`config.mk`:
```
export PLATFORM = sky130hd
export DESIGN_NAME = vga_sprite_layer_flat
export DESIGN_NICKNAME = d
export VERILOG_FILES = /design/src/rtl/vga_sprite_layer_if.sv /design/src/rtl/vga_sprite_layer.sv /design/src/flat_wrapper.sv
export SDC_FILE = /design/constraint.sdc
export NUM_CORES = 1
export LEC_CHECK = 0
export ABC_AREA = 1
export CAP_MARGIN = 20
export CORE_UTILIZATION = 38
export DETAILED_ROUTE_END_ITERATION = 7
export GPL_TIMING_DRIVEN = 0
export HOLD_SLACK_MARGIN = 0.12
export PLACE_DENSITY = 0.51
export SLEW_MARGIN = 25
export SYNTH_ARGS = -nofsm -noshare
export SYNTH_HDL_FRONTEND = slang
export SYNTH_SLANG_ARGS = --single-unit
```
`constraint.sdc`:
```
create_clock -name clk -period 3 [get_ports clk]
set_input_delay 0.6 -clock clk [delete_from_list [all_inputs] [get_ports clk]]
set_output_delay 0.6 -clock clk [all_outputs]
set_load 0.1 [all_outputs]
```
`src/rtl/vga_sprite_layer_if.sv`:
```
// vga_sprite_layer_if: sprite attribute write bus
interface vga_sprite_layer_if #(
  parameter int IDXW = 2
);
  logic            wr_en;
  logic [IDXW-1:0] wr_idx;
  logic [9:0]      wr_x;
  logic [9:0]      wr_y;
  logic [15:0]     wr_color;
  logic            wr_vis;
  modport master(output wr_en, wr_idx, wr_x, wr_y, wr_color, wr_vis);
  modport slave(input wr_en, wr_idx, wr_x, wr_y, wr_color, wr_vis);
endinterface

```
`src/rtl/vga_sprite_layer.sv`:
```
// vga_sprite_layer: double-buffered sprite compositor with 2-cycle pixel pipeline and collision flag
module vga_sprite_layer #(
  parameter int          NUM_SPRITES = 4,
  parameter int          SPRITE_W    = 16,
  parameter int          SPRITE_H    = 16,
  parameter logic [15:0] BG_COLOR    = 16'h380F,
  localparam int         IDXW        = NUM_SPRITES > 1 ? $clog2(NUM_SPRITES) : 1
) (
  input  logic            clk,
  input  logic            reset_n,
  input  logic            frame_start,
  input  logic [9:0]      vga_x,
  input  logic [9:0]      vga_y,
  input  logic            pix_valid,
  vga_sprite_layer_if.slave wr,
  output logic [15:0]     vga_data,
  output logic            pix_valid_out,
  output logic            hit_any,
  output logic [IDXW-1:0] hit_idx,
  output logic            collision
);
  logic [9:0]             pend_x [NUM_SPRITES];
  logic [9:0]             pend_y [NUM_SPRITES];
  logic [15:0]            pend_c [NUM_SPRITES];
  logic [NUM_SPRITES-1:0] pend_v;
  logic [9:0]             act_x [NUM_SPRITES];
  logic [9:0]             act_y [NUM_SPRITES];
  logic [15:0]            act_c [NUM_SPRITES];
  logic [NUM_SPRITES-1:0] act_v;
  logic [9:0]             eff_x [NUM_SPRITES];
  logic [9:0]             eff_y [NUM_SPRITES];
  logic [15:0]            eff_c [NUM_SPRITES];
  logic [NUM_SPRITES-1:0] eff_v;
  logic [NUM_SPRITES-1:0] hit;
  logic [NUM_SPRITES-1:0] hit_q;
  logic [15:0]            col_q [NUM_SPRITES];
  logic                   pv_q;
  logic [IDXW-1:0]        win_idx;
  logic [15:0]            win_c;
  logic                   ovl;
  logic                   acc;

  // Software writes land in pending; frame_start copies pending (pre-write) into active.
  always_ff @(posedge clk or negedge reset_n) begin
    if (!reset_n) begin
      pend_v <= '0;
      act_v  <= '0;
      for (int i = 0; i < NUM_SPRITES; i++) begin
        pend_x[i] <= '0;
        pend_y[i] <= '0;
        pend_c[i] <= '0;
        act_x[i]  <= '0;
        act_y[i]  <= '0;
        act_c[i]  <= '0;
      end
    end else begin
      if (frame_start) begin
        act_v <= pend_v;
        for (int i = 0; i < NUM_SPRITES; i++) begin
          act_x[i] <= pend_x[i];
          act_y[i] <= pend_y[i];
          act_c[i] <= pend_c[i];
        end
      end
      if (wr.wr_en && 32'(wr.wr_idx) < 32'(NUM_SPRITES)) begin
        pend_x[wr.wr_idx] <= wr.wr_x;
        pend_y[wr.wr_idx] <= wr.wr_y;
        pend_c[wr.wr_idx] <= wr.wr_color;
        pend_v[wr.wr_idx] <= wr.wr_vis;
      end
    end
  end

  // Hit test in 11 bits so sprites clip at the edge; the frame_start sample already sees the promoted set.
  always_comb begin
    hit   = '0;
    eff_v = frame_start ? pend_v : act_v;
    for (int i = 0; i < NUM_SPRITES; i++) begin
      eff_x[i] = frame_start ? pend_x[i] : act_x[i];
      eff_y[i] = frame_start ? pend_y[i] : act_y[i];
      eff_c[i] = frame_start ? pend_c[i] : act_c[i];
      hit[i] = eff_v[i] & pix_valid
             & ({1'b0, vga_x} >= {1'b0, eff_x[i]})
             & ({1'b0, vga_x} <= {1'b0, eff_x[i]} + 11'(SPRITE_W - 1))
             & ({1'b0, vga_y} >= {1'b0, eff_y[i]})
             & ({1'b0, vga_y} <= {1'b0, eff_y[i]} + 11'(SPRITE_H - 1));
    end
  end

  // Stage 1: hit vector, valid and the colours in force for this pixel travel together.
  always_ff @(posedge clk or negedge reset_n) begin
    if (!reset_n) begin
      hit_q <= '0;
      pv_q  <= 1'b0;
      for (int i = 0; i < NUM_SPRITES; i++) col_q[i] <= '0;
    end else begin
      hit_q <= hit;
      pv_q  <= pix_valid;
      for (int i = 0; i < NUM_SPRITES; i++) col_q[i] <= eff_c[i];
    end
  end

  // Lowest set index wins; overlap means more than one bit set.
  always_comb begin
    win_idx = '0;
    win_c   = '0;
    for (int i = NUM_SPRITES - 1; i >= 0; i--) begin
      win_idx = hit_q[i] ? IDXW'(i) : win_idx;
      win_c   = hit_q[i] ? col_q[i] : win_c;
    end
    ovl = |(hit_q & (hit_q - NUM_SPRITES'(1)));
  end

  // Stage 2: composited output word and hit reporting.
  always_ff @(posedge clk or negedge reset_n) begin
    if (!reset_n) begin
      vga_data      <= '0;
      pix_valid_out <= 1'b0;
      hit_any       <= 1'b0;
      hit_idx       <= '0;
    end else begin
      vga_data      <= |hit_q ? win_c : pv_q ? BG_COLOR : 16'h0000;
      pix_valid_out <= pv_q;
      hit_any       <= |hit_q;
      hit_idx       <= win_idx;
    end
  end

  // Overlaps accumulate over a frame and are published at the next frame_start.
  always_ff @(posedge clk or negedge reset_n) begin
    if (!reset_n) begin
      acc       <= 1'b0;
      collision <= 1'b0;
    end else if (frame_start) begin
      collision <= acc | ovl;
      acc       <= 1'b0;
    end else if (ovl) begin
      acc <= 1'b1;
    end
  end
endmodule
```
`src/flat_wrapper.sv`:
```
// flat-port wrapper written by rule: the top's interface ports become plain ports
module vga_sprite_layer_flat 
#(
  parameter int          NUM_SPRITES = 4,
  parameter int          SPRITE_W    = 16,
  parameter int          SPRITE_H    = 16,
  parameter logic [15:0] BG_COLOR    = 16'h380F,
  localparam int         IDXW        = NUM_SPRITES > 1 ? $clog2(NUM_SPRITES) : 1
)
  (clk, reset_n, frame_start, vga_x, vga_y, pix_valid, vga_data, pix_valid_out, hit_any, hit_idx, collision, wr_wr_en, wr_wr_idx, wr_wr_x, wr_wr_y, wr_wr_color, wr_wr_vis);
  vga_sprite_layer_if wr_i ();
  input  logic clk;
  input  logic reset_n;
  input  logic frame_start;
  input  logic [9:0] vga_x;
  input  logic [9:0] vga_y;
  input  logic pix_valid;
  output logic [15:0] vga_data;
  output logic pix_valid_out;
  output logic hit_any;
  output logic [IDXW-1:0] hit_idx;
  output logic collision;
  input wire logic [$bits(wr_i.wr_en)-1:0] wr_wr_en;
  input wire logic [$bits(wr_i.wr_idx)-1:0] wr_wr_idx;
  input wire logic [$bits(wr_i.wr_x)-1:0] wr_wr_x;
  input wire logic [$bits(wr_i.wr_y)-1:0] wr_wr_y;
  input wire logic [$bits(wr_i.wr_color)-1:0] wr_wr_color;
  input wire logic [$bits(wr_i.wr_vis)-1:0] wr_wr_vis;
  assign wr_i.wr_en = wr_wr_en;
  assign wr_i.wr_idx = wr_wr_idx;
  assign wr_i.wr_x = wr_wr_x;
  assign wr_i.wr_y = wr_wr_y;
  assign wr_i.wr_color = wr_wr_color;
  assign wr_i.wr_vis = wr_wr_vis;
  vga_sprite_layer #(.NUM_SPRITES(NUM_SPRITES), .SPRITE_W(SPRITE_W), .SPRITE_H(SPRITE_H), .BG_COLOR(BG_COLOR)) u_core (.clk(clk), .reset_n(reset_n), .frame_start(frame_start), .vga_x(vga_x), .vga_y(vga_y), .pix_valid(pix_valid), .wr(wr_i), .vga_data(vga_data), .pix_valid_out(pix_valid_out), .hit_any(hit_any), .hit_idx(hit_idx), .collision(collision));
endmodule
```
==> impl_metrics.toml <==
[critical_path]
cp-start-kind = "input pin"
crit_path_frequent_cell = "nand2_1"
path_class = "in -> reg"
reg2reg_slack_ps = 340
reg2reg_depth = 19
cp.required_ps = 3480
reg2reg_to = "u_core.hit_q[2]"
reg2reg_from = "u_core.pend_y[11]"
path_cells = "buf_6 > inv_2 > buf_8 > buf_8 > or2_2 > o21ai_2 > ha_2 > a21oi_1 > xor2_1 > ha_1 > nand2_1 > inv_1 > a21oi_1 > nand2_1 > nand2_1 > nand2_1 > nand2_1 > nand2_1 > nand2_1 > nand2_2 > nor2_4"
cp_slowest_stage_delay_ps = 310
cp_max_fo = 10
worstPathArrival_ps = 3300
slowest_stage = "or2_2"
critPathCaptureType = "register"

[detailed_routing]
totalWireLength_mm = 54.22
wl_per_cell_um = 17.81
drc_errors = 0
avgViaCountPerCell = 4.866
drt_iter0_drc = 1080
detail-route-antenna-nets = 0
vias = 14820
first_pass_iters = 7

[global_routing]
first_global_vias = 14840
grt_pass1_wl_mm = 84.93
grt_max_degree = 92
antenna_found_initial = 0
grtUsageTotal_pct = 21.84
grt_remaining_overflow = 0

[timing]
setup_viol = 0
fmax_mhz = 355.0
timing.slew.headroom_pct = 34.77
slew_violations = 0
hold_viol = 0
tightest_slew_ps = 975.4
fin_worst_skew_ps = 28.05
min_period_ps = 2817
rsz0062_at_grt = "no"
fin_crit_sh_pct = 93.89

[finish]
final_cell_area_um2 = 22480
final_nets = 2581
fill_cells = 4913
area_delta_synth_final_pct = 17.32
register_area_um2 = 9684
fin_cells = 3045
drive_above_1_share_pct = 6.471
multiInputGateArea_um2 = 8361

[cts]
cts-buffers-inserted = 43
cts.htree.levels = 2
clk_pin_slew_worst_paths_ps = 60
post_cts_buffers = 0
clk_latency_ps = 580
cts_num_sinks = 387
root_buffer = "clkbuf_16"
clk_path_buf_depth = 3
tritoncts = "yes"

[pwr]
irDropWorstVdd_mv = 0.3976
pwr_density_cell_nw_per_um2 = 661.2
p_leak_uw = 0.01137
p_total_uw = 14870

[synthesis]
async_reset_ff_share_pct = 100.0
synth-seq-cells = 387
synthCells = 2216
syn-mean-instance-area_um2 = 8.648
syn_nets = 2448
ys_top_cells_by_area = "dfrtp_1 (51%), nand2_1 (15%), ha_1 (11%), o21ai_0 (4.9%), inv_1 (4.3%)"
synth_edf_count = 0
synth_seq_area_share_pct = 50.54
synth_ff_type = "dfrtp_1"
yosysMostFrequentCell = "nand2_1"
synth_top_area_share_pct = 50.54
ys_types = 38
yosysWarnings = 0
synth_common_cells = "nand2_1 (791), dfrtp_1 (387), inv_1 (219), o21ai_0 (189), ha_1 (168)"
syn-cell-area_um2 = 19160
synth_top_cell_by_area = "dfrtp_1"

[status]
status = "completed"

[hold_path]
hold_path_class = "reg -> reg"
min_from = "u_core.pv_q"
hold_end = "u_core.pix_valid_out"
holdPathStages = 0

[floorplan]
dieArea_um2 = 51330
die_h_um = 226.6
ioPinCount = 85
fp-row-count = 81
fp.dieW_um = 226.6
start_util_pct = 38.83
core-area_um2 = 49360

[placed_design]
place_area_um2 = 20940
place_congestion = 0.8782
io_buffers = 83
dp_hpwl_mm = 39.56
dp_cells = 2967

[flow_run]
maxCapViolations = 0
[logic make-up after synthesis]
family                   Yosys count  share of synthesized area [%]
XOR/XNOR                          49                          2.239
buffers and inverters            298                          6.281
AND/OR/NAND/NOR                  974                          20.15
adder cells (fa/ha/maj)          168                          10.97
flip-flops                       387                          50.54
AO/OA/AOI/OAI                    340                          9.826
[report_power, final]
group | internal [µW] | switching [µW] | total, µW | leakage (µW)
clock | 3040 | 2220 | 5260 | 0.000677
combinational | 1160 | 2140 | 3300 | 0.00583
sequential | 6000 | 308 | 6310 | 0.00486
total | 10200 | 4670 | 14900 | 0.0114
[cells in the final DEF, fill, tap and decap left out, types with 8 or more instances in the layout]
cell type        Yosys  final
nand3b_1             8      8
buf_2               17     14
clkbuf_1            41     49
o21ai_0            189    186
nand4_1             20     20
o211ai_1            18     18
a31oi_1             10     10
clkbuf_16            0     43
o21a_1               9      9
ha_1               168    166
xor2_1              45     45
dfrtp_1            387    387
nand2_2              6     11
o21ai_2              8     10
nor2_1              86     83
o21ai_1             17     18
clkdlybuf4s50_1      0     82
nand2_1            791    785
o221ai_1             9      9
inv_1              219    219
nand3_1             27     24
a21oi_1             71     70
nor3_1              17     16
clkinv_2             0      8
or2_2               10     10
[worst max path at each step]
stage | slack (ps) | from | endpoint | cells past startpoint
floorplan | 160 | frame_start | u_core.hit_q[2] | 21
global placement | -15570 | reset_n | u_core.act_y[2] | 1
detailed placement | -830 | frame_start | u_core.hit_q[2] | 23
CTS | 10 | frame_start | u_core.hit_q[2] | 21
global route | 6 | frame_start | u_core.hit_q[0] | 24
finish | 180 | frame_start | u_core.hit_q[3] | 21
[layout make-up]
type | instances | area share (%)
tap | 664 | 3.695
timing repair buffer | 88 | 4.252
inverter | 226 | 3.773
clock inverter | 20 | 0.9740
clock buffer | 56 | 5.226
buffer | 72 | 1.803
antenna | 1 | 0.01113
sequential | 387 | 43.08
multi-input combinational | 1531 | 37.19
[timing repair]
action                                  4_1_cts  5_1_grt
gates resized for setup                      10       30
endpoints found under the setup margin        2        4
pin swaps                                     0        3
hold buffers                                  1        0
gates cloned                                  0        0
endpoints found under the hold margin        47        0
[state kept, by name, summed over array words and instances, names as in the netlist]
| register | count |
|---|---|
| u_core.col_q | 64 |
| u_core.acc | 1 |
| u_core.pend_y | 40 |
| u_core.pix_valid_out | 1 |
| u_core.act_c | 64 |
| u_core.pend_x | 40 |
| u_core.pv_q | 1 |
| u_core.act_v | 4 |
| u_core.act_y | 40 |
| u_core.collision | 1 |
| u_core.hit_q | 4 |
| u_core.pend_c | 64 |
| u_core.act_x | 40 |
| u_core.hit_any | 1 |
| u_core.pend_v | 4 |
| u_core.hit_idx | 2 |
| u_core.vga_data | 16 |
[per-layer routing]
metal	track usage, %	part of all wire, %	wire [µm]
met5	0	0	0
met4	5.907	2.1	1119
met3	2.579	3.9	2123
met2	37.49	48	26110
met1	29.02	46	24870
[stage by stage]
step	util [%]	hold slack [ps]	setup TNS, ps	setup slack (ps)
3_3_place_gp	42.19	364.5	-6000050	-15570
4_1_cts	45.32	380.0	0	13.62
5_1_grt	45.54	393.7	0	6.409
6_report	45.55	381.0	0	183.2
3_5_place_dp	42.43	364.7	-2425	-831.3
2_1_floorplan	-	304.4	0	161.3
[worst max-delay path: cells and delay by family]
family | cells | cell delay (ps)
adder cells (fa/ha/maj) | 2 | 530
buffers and inverters | 5 | 550
XOR/XNOR | 1 | 200
AND/OR/NAND/NOR | 10 | 1020
AO/OA/AOI/OAI | 3 | 360
No activity file was read; power rests on OpenSTA's default activity.
